--- src/rtl/uart_rx_byte_if.sv ---
// uart_rx_byte_if: holding-register side of the 8N1 UART receiver.
// master = receiver (drives byte + status flags), slave = consumer (drives in_Ack).
// Signals: out_DataByte[7:0], out_fValid, in_Ack, out_fFrameErr, out_fOverrun, out_fBusy.
interface uart_rx_byte_if;
  logic [7:0] out_DataByte;
  logic       out_fValid;
  logic       in_Ack;
  logic       out_fFrameErr;
  logic       out_fOverrun;
  logic       out_fBusy;

  modport master (
    output out_DataByte,
    output out_fValid,
    output out_fFrameErr,
    output out_fOverrun,
    output out_fBusy,
    input  in_Ack
  );

  modport slave (
    input  out_DataByte,
    input  out_fValid,
    input  out_fFrameErr,
    input  out_fOverrun,
    input  out_fBusy,
    output in_Ack
  );
endinterface

--- src/rtl/uart_rx_byte.sv ---
// uart_rx_byte: 8N1 UART receiver presenting each byte in a holding register.
// Latency: ~2 clk synchroniser + 9.5*KBAUD from start edge to out_fValid
//   (+1 clk when UART_RX_MAJORITY_EN is defined).
// Backpressure: none on the line; an unacknowledged byte is overwritten and
//   out_fOverrun is set until the next in_Ack.
// Ports: clk, rst_n (async active-low), in_Rx (async serial line, idle high),
//   rx_if (master modport): out_DataByte, out_fValid, in_Ack, out_fFrameErr,
//   out_fOverrun, out_fBusy.
// Option: UART_RX_MAJORITY_EN -> 2-of-3 vote around each bit centre.
module uart_rx_byte #(
  parameter logic [13:0] KBAUD = 14'd10416
) (
  input  logic           clk,
  input  logic           rst_n,
  input  logic           in_Rx,
  uart_rx_byte_if.master rx_if
);

  localparam logic [13:0] HALF    = KBAUD >> 1;
  localparam logic [13:0] BIT_END = KBAUD - 14'd1;
`ifdef UART_RX_MAJORITY_EN
  // Vote needs the cycle after the centre, so every decision moves +1 clk.
  localparam logic [13:0] START_PT = HALF;
`else
  localparam logic [13:0] START_PT = HALF - 14'd1;
`endif

  typedef enum logic [2:0] {
    S_IDLE,
    S_START,
    S_DATA,
    S_STOP,
    S_BREAK
  } state_e;

  state_e      state_q, state_d;
  logic        sync1_q, sync2_q, rx_prev_q;
  logic [13:0] cnt_q, cnt_d;
  logic [2:0]  idx_q, idx_d;
  logic [7:0]  shift_q, shift_d;
  logic [7:0]  data_q, data_d;
  logic        valid_q, valid_d;
  logic        ferr_q, ferr_d;
  logic        ovr_q, ovr_d;
  logic        rx_s;
  logic        samp;
  logic        ack_take;

  assign rx_s = sync2_q;

`ifdef UART_RX_MAJORITY_EN
  logic rx_prev2_q;

  always_ff @(posedge clk or negedge rst_n) begin
    if (!rst_n) begin
      rx_prev2_q <= 1'b1;
    end else begin
      rx_prev2_q <= rx_prev_q;
    end
  end

  // rx_s = centre+1, rx_prev_q = centre, rx_prev2_q = centre-1.
  assign samp = (rx_s & rx_prev_q) | (rx_s & rx_prev2_q) | (rx_prev_q & rx_prev2_q);
`else
  assign samp = rx_s;
`endif

  // Synchroniser and edge history are preset to the idle level so reset
  // release never looks like a start edge.
  always_ff @(posedge clk or negedge rst_n) begin
    if (!rst_n) begin
      sync1_q   <= 1'b1;
      sync2_q   <= 1'b1;
      rx_prev_q <= 1'b1;
      state_q   <= S_IDLE;
      cnt_q     <= '0;
      idx_q     <= '0;
      shift_q   <= '0;
      data_q    <= '0;
      valid_q   <= 1'b0;
      ferr_q    <= 1'b0;
      ovr_q     <= 1'b0;
    end else begin
      sync1_q   <= in_Rx;
      sync2_q   <= sync1_q;
      rx_prev_q <= rx_s;
      state_q   <= state_d;
      cnt_q     <= cnt_d;
      idx_q     <= idx_d;
      shift_q   <= shift_d;
      data_q    <= data_d;
      valid_q   <= valid_d;
      ferr_q    <= ferr_d;
      ovr_q     <= ovr_d;
    end
  end

  assign ack_take = rx_if.in_Ack & valid_q;

  always_comb begin
    state_d = state_q;
    cnt_d   = cnt_q;
    idx_d   = idx_q;
    shift_d = shift_q;
    data_d  = data_q;
    valid_d = valid_q;
    ferr_d  = 1'b0;
    ovr_d   = ovr_q;

    if (ack_take) begin
      valid_d = 1'b0;
      ovr_d   = 1'b0;
    end

    case (state_q)
      S_IDLE: begin
        if (rx_prev_q && !rx_s) begin
          state_d = S_START;
          cnt_d   = '0;
        end
      end

      S_START: begin
        if (cnt_q == START_PT) begin
          cnt_d = '0;
          if (samp) begin
            state_d = S_IDLE;
          end else begin
            state_d = S_DATA;
            idx_d   = '0;
          end
        end else begin
          cnt_d = cnt_q + 14'd1;
        end
      end

      S_DATA: begin
        if (cnt_q == BIT_END) begin
          cnt_d          = '0;
          shift_d[idx_q] = samp;
          if (idx_q == 3'd7) begin
            state_d = S_STOP;
          end else begin
            idx_d = idx_q + 3'd1;
          end
        end else begin
          cnt_d = cnt_q + 14'd1;
        end
      end

      S_STOP: begin
        if (cnt_q == BIT_END) begin
          cnt_d = '0;
          if (samp) begin
            // A simultaneous ack consumes the old byte, so no overrun then.
            data_d  = shift_q;
            valid_d = 1'b1;
            if (valid_q && !rx_if.in_Ack) begin
              ovr_d = 1'b1;
            end
            state_d = S_IDLE;
          end else begin
            ferr_d  = 1'b1;
            state_d = S_BREAK;
          end
        end else begin
          cnt_d = cnt_q + 14'd1;
        end
      end

      S_BREAK: begin
        if (rx_s) begin
          state_d = S_IDLE;
        end
      end

      default: begin
        state_d = S_IDLE;
      end
    endcase
  end

  assign rx_if.out_DataByte  = data_q;
  assign rx_if.out_fValid    = valid_q;
  assign rx_if.out_fFrameErr = ferr_q;
  assign rx_if.out_fOverrun  = ovr_q;
  assign rx_if.out_fBusy     = (state_q != S_IDLE);

endmodule

--- src/flat_wrapper.sv ---
// flat-port wrapper written by rule: the top's interface ports become plain ports
module uart_rx_byte_flat 
#(
  parameter logic [13:0] KBAUD = 14'd10416
)
  (clk, rst_n, in_Rx, rx_if_out_DataByte, rx_if_out_fValid, rx_if_out_fFrameErr, rx_if_out_fOverrun, rx_if_out_fBusy, rx_if_in_Ack);
  uart_rx_byte_if rx_if_i ();
  input  logic clk;
  input  logic rst_n;
  input  logic in_Rx;
  output wire logic [$bits(rx_if_i.out_DataByte)-1:0] rx_if_out_DataByte;
  output wire logic [$bits(rx_if_i.out_fValid)-1:0] rx_if_out_fValid;
  output wire logic [$bits(rx_if_i.out_fFrameErr)-1:0] rx_if_out_fFrameErr;
  output wire logic [$bits(rx_if_i.out_fOverrun)-1:0] rx_if_out_fOverrun;
  output wire logic [$bits(rx_if_i.out_fBusy)-1:0] rx_if_out_fBusy;
  input wire logic [$bits(rx_if_i.in_Ack)-1:0] rx_if_in_Ack;
  assign rx_if_out_DataByte = rx_if_i.out_DataByte;
  assign rx_if_out_fValid = rx_if_i.out_fValid;
  assign rx_if_out_fFrameErr = rx_if_i.out_fFrameErr;
  assign rx_if_out_fOverrun = rx_if_i.out_fOverrun;
  assign rx_if_out_fBusy = rx_if_i.out_fBusy;
  assign rx_if_i.in_Ack = rx_if_in_Ack;
  uart_rx_byte #(.KBAUD(KBAUD)) u_core (.clk(clk), .rst_n(rst_n), .in_Rx(in_Rx), .rx_if(rx_if_i));
endmodule
--- config.mk ---
export PLATFORM = sky130hd
export DESIGN_NAME = uart_rx_byte_flat
export DESIGN_NICKNAME = d
export VERILOG_FILES = /design/src/rtl/uart_rx_byte_if.sv /design/src/rtl/uart_rx_byte.sv /design/src/flat_wrapper.sv
export SDC_FILE = /design/constraint.sdc
export NUM_CORES = 1
export LEC_CHECK = 0
export CAP_MARGIN = 10
export CORE_UTILIZATION = 52
export DETAILED_ROUTE_END_ITERATION = 10
export HOLD_SLACK_MARGIN = 0.03
export PLACE_DENSITY = 0.79
export SLEW_MARGIN = 15
export SYNTH_ARGS = -nofsm -noshare
export SYNTH_HDL_FRONTEND = slang
export SYNTH_SLANG_ARGS = --single-unit
export TNS_END_PERCENT = 50
--- constraint.sdc ---
create_clock -name clk -period 1.8 [get_ports clk]
set_input_delay 0.27 -clock clk [delete_from_list [all_inputs] [get_ports clk]]
set_output_delay 0.27 -clock clk [all_outputs]
set_load 0.02 [all_outputs]
Word-level counts from Yosys, hierarchy flattened

Cells that the tools add are included.

Output and inout bits: 12
Bits in registers: 42
Word-level logic and storage cells: 79
Input port bits: 4

Reduce and logical (&&, ||, !) cells: 15
Add/sub/neg operators: 2
$lt $le $gt $ge: 2
Equality and inequality tests: 15
Multiplexer cells: 33
Bitwise logic cells: 1

Operators with widths:

| kind                                                        | count |
|---|---|
| 2-to-1 mux 14 bit                                           | 3 |
| one-hot mux 14 bit (3 select lines)                         | 1 |
| 2-to-1 mux 3 bit                                            | 11 |
| one-hot mux 3 bit (5 select lines)                          | 1 |
| adder 14 x 1 -> 14 bit (second input constant)              | 1 |
| == test 14 x 13 -> 1 bit (second input constant)            | 1 |
| == test 14 bit (second input constant)                      | 1 |
| 2-to-1 mux 1 bit                                            | 13 |
| != test 2 x 1 -> 1 bit (second input constant)              | 6 |
| bitwise mux 8 bit                                           | 1 |
| == test 3 x 2 -> 1 bit (second input constant)              | 2 |
| == test 3 bit (second input constant)                       | 2 |
| one-hot mux 3 bit (2 select lines)                          | 1 |
| AND reduction 6 bit                                         | 1 |
| nonzero test 3 bit                                          | 2 |
| AND reduction 5 bit                                         | 1 |
| less-than comparator 3 x 4 -> 1 bit (second input constant) | 1 |
| != test 2 bit (second input constant)                       | 2 |
| AND reduction 2 bit                                         | 2 |
| adder 3 x 1 -> 3 bit (second input constant)                | 1 |
| demux 1 bit (select 3 bit)                                  | 1 |
| == test 3 x 1 -> 1 bit (second input constant)              | 1 |
| >= comparator 3 x 1 -> 1 bit (second input constant)        | 1 |
| logical AND 1 bit                                           | 3 |
| other kinds (7)                                             | 8 |

Depth between registers and ports, before layout

Depth after elaboration: 6
Depth in mapped cells: 7

Worst setup path after synthesis

Ideal clock, no wire load.

Path kind: flip-flop to flip-flop
From: register u_core.cnt_q[0]
To: register u_core.shift_q[0]
Setup time: 128 ps
Arrival: 1848 ps
Clock period less this slack: 1976 ps
Data required time: 1672 ps
Cell stages (with the launch flop): 7
Path slack: -176 ps
Cell sequence: dfrtp_1 ha_1 and3_1 nand4_4 or3_4 nor3_1 mux2_1

Word-level cells in the longest chain between the ends: 2

Ends and longest elaborated chain:

| element                              | line                | text |
|---|---|---|
| from (decl)                          | uart_rx_byte.sv:38  | `logic [13:0] cnt_q, cnt_d;` |
| from (signal assigned)               | uart_rx_byte.sv:88  | `cnt_q <= cnt_d;` |
| == test 14 bit                       | uart_rx_byte.sv:138 | `if (cnt_q == BIT_END) begin` |
| AND reduction 2 bit (no source line) | -                   |  |
| to (signal assigned)                 | uart_rx_byte.sv:90  | `shift_q <= shift_d;` |
| to (decl)                            | uart_rx_byte.sv:40  | `logic [7:0] shift_q, shift_d;` |

No other way between the ends.
A chain may end at the register's enable or synchronous reset.

Worst setup path after layout

From: register u_core.cnt_q[10]
To: register u_core.shift_q[2]

The elaborated chain is that of the path after synthesis.

==> results.ini <==
[setup_path]
critical_path_arrival_ps=2180
crit_path_max_incr_delay_ps=420
path_buf_inv=0
cp_top_family=simple AND/OR/NAND/NOR gates
start_kind=flop
cpMaxStageDelayCell=or3_4
crit_fanout=4
cp.required_ps=1990
critical_path_class=reg2reg
cp_cell_sequence=and4bb_1, nand4_4, or3_4, nor3_4, mux2_4
crit_path_end_kind=flop

[clocking]
cts_buffer_depth=2
cts_tree=yes
hold_buffers=0
clk_latency_ps=300
clkTransAtPathRegs_ps=90
clkSinkCount=42
htree_levels=2
numCtsBuffers=5
root_buffer=clkbuf_8

[status]
status=finished, violations left
violations=negative setup slack

[die]
boundaryPins=16
die_height_um=65.4
die_area_um2=4270
die_w_um=65.4
core_um2=3740
row_count=22
start_util_pct=55.8

[yosys]
synth_most_common_cell=dfrtp_1
yosysTopAreaCell=dfrtp_1
synth_ff_type=dfrtp_1
yosysWarnings=0
syn_area_um2=2090
syn_area_per_cell_um2=10.8
yosysSeqAreaShare_pct=50.5
ys_top_cells_by_count=dfrtp_1 (39), nand2_1 (15), mux2_2 (11)
async_reset_ff_share_pct=100
synthTopCellsByArea=dfrtp_1 (47%), mux2_2 (5.9%), dfstp_2 (3.8%), mux2_1 (3.2%), nand2_1 (2.7%)
syn_nets=200
synth_cell_types=48
synth-edff-count=0
netlist_instances=193
synth_seq_cells=42
synth_top_cell_area_share_pct=46.7

[cells_and_area]
regArea_um2=1060
multiInputGateArea_um2=1150
nets=258
drive_gt1_share_pct=38.1
final_core_util_pct=77.0
syn2layout_area_growth_pct=38.0
antenna_cells=0
nFillCells=253

[sta]
hold_slack_ps=34.6
worst_pin_slew_ps=537
rsz0062_at_grt=yes
slew_violations=0
setup_violations=20
timing.final.ws_setup_ps=-187
period_minus_slack_ps=1990
clock-skew-final_ps=12.7
finalHoldViolations=0
timing.fmax_ghz=0.503
timing.final.crit_share_pct=110
slew_headroom_pct=64.2

[route]
postRouteAntennaNets=0
routedWlPerCell_um=18.5
met2_length_um=2790
wl_met1_um=2480
drt_first_pass_iters=4
drt_iter0_markers=120
routed_wl_um=5550
vias=1782
dr_wl_met3_um=204
drc=0
routed_via_density=5.94
highest_layer=met4

[global_routing]
grt_max_degree=43
grt_pass1_wl_um=8640
grt_usage_pct=27.5
grt_overflow=0
antenna_found_initial=0
grt_pass1_vias=1750

[min_path]
hold_class=in2async

[power]
p_leak_uw=0.00132
peakVddDrop_v=0.000882
powerDensity_nw_per_um2=1080

[place]
dpl.hpwl_um=3530
port_buffers=15
gp_congestion=0.869

[run]
maxCapViolCount=0

==> per-layer routing <==
layer	GRT usage (%)	up-vias
met2	44.6	47
met1	35.6	894
met5	0	-
met4	9.51	0
li1	-	831
met3	7.12	10
==> worst paths after layout <==
| path | startpoint | to | slack [ps] | depth (start not counted) |
|---|---|---|---|---|
| worst max-delay path | u_core.cnt_q[10] | u_core.shift_q[2] | -190 | 5 |
| worst min-delay path | rst_n | u_core.cnt_q[2] | 30 | 2 |
| worst max register to register | u_core.cnt_q[10] | u_core.shift_q[2] | -190 | 5 |
| worst min register to register | u_core.sync1_q | u_core.rx_s | 360 | 0 |
| max in group asynchronous | rst_n | u_core.state_q[0] | 1370 | 2 |
| min in group clk | u_core.sync1_q | u_core.rx_s | 360 | 0 |
==> logic make-up after synthesis <==
kind of cell,Yosys count,synth area share (%)
AND/OR/NAND/NOR,75,21.8
XOR/XNOR,2,0.839
AO/OA/AOI/OAI,40,12.3
buffers and inverters,11,2.10
multiplexers,20,10.6
adder cells (fa/ha/maj),3,1.80
flip-flops,42,50.5
==> cell type report <==
cell class	count	share of cell area [%]
multi-input cells	140	40.0
inverters	6	0.782
repair buffers	56	16.3
clock buffers	7	3.00
clock inverters	1	1.04
flip-flops and latches	42	36.7
well taps	48	2.08
==> what timing repair did <==
item	CTS	global route
pin swaps	5	2
cloned	0	1
buffers inserted	4	2
resized for setup	20	30
endpoints found under the setup margin	31	36
==> state kept, by name, indices dropped and copies added (netlist names), named ones only <==
name,cells
u_core.cnt_q,14
u_core.idx_q,3
u_core.rx_if.out_DataByte,8
u_core.rx_if.out_fFrameErr,1
u_core.rx_if.out_fValid,1
u_core.rx_prev_q,1
u_core.rx_s,1
u_core.shift_q,8
u_core.state_q,3
u_core.sync1_q,1
==> where the power goes <==
part	total, uW	internal, uW	switching [uW]
Clock	775	452	323
Combinational	1180	556	623
Sequential	1150	1030	115
==> metrics by stage <==
step / std cells / worst slack (ps) / setup TNS (ps) / total power, uW / cell area, um2
floorplan: 193 / -131 / -526 / 1700 / 2100
detailed placement: 285 / -113 / -1780 / 2120 / 2530
CTS: 297 / -64.4 / -499 / 2940 / 2760
global route: 300 / -235 / -2960 / 3260 / 2880
global placement: 285 / -66.9 / -452 / 2040 / 2530
finish: 300 / -187 / -1130 / 3100 / 2880
==> placed cells by master, fill, tap and decap left out, types with 6 or more instances in the layout <==
cell type / synthesis / final
inv_1: 6 / 6
clkbuf_8: 0 / 6
nand3_1: 10 / 10
buf_4: 0 / 36
dfrtp_1: 39 / 36
clkdlybuf4s50_1: 0 / 13
a31oi_1: 6 / 6
mux2_4: 0 / 13
nand2_1: 15 / 14
nor2_1: 9 / 9
a21oi_1: 10 / 10
No activity file was read; power rests on OpenSTA's default activity.
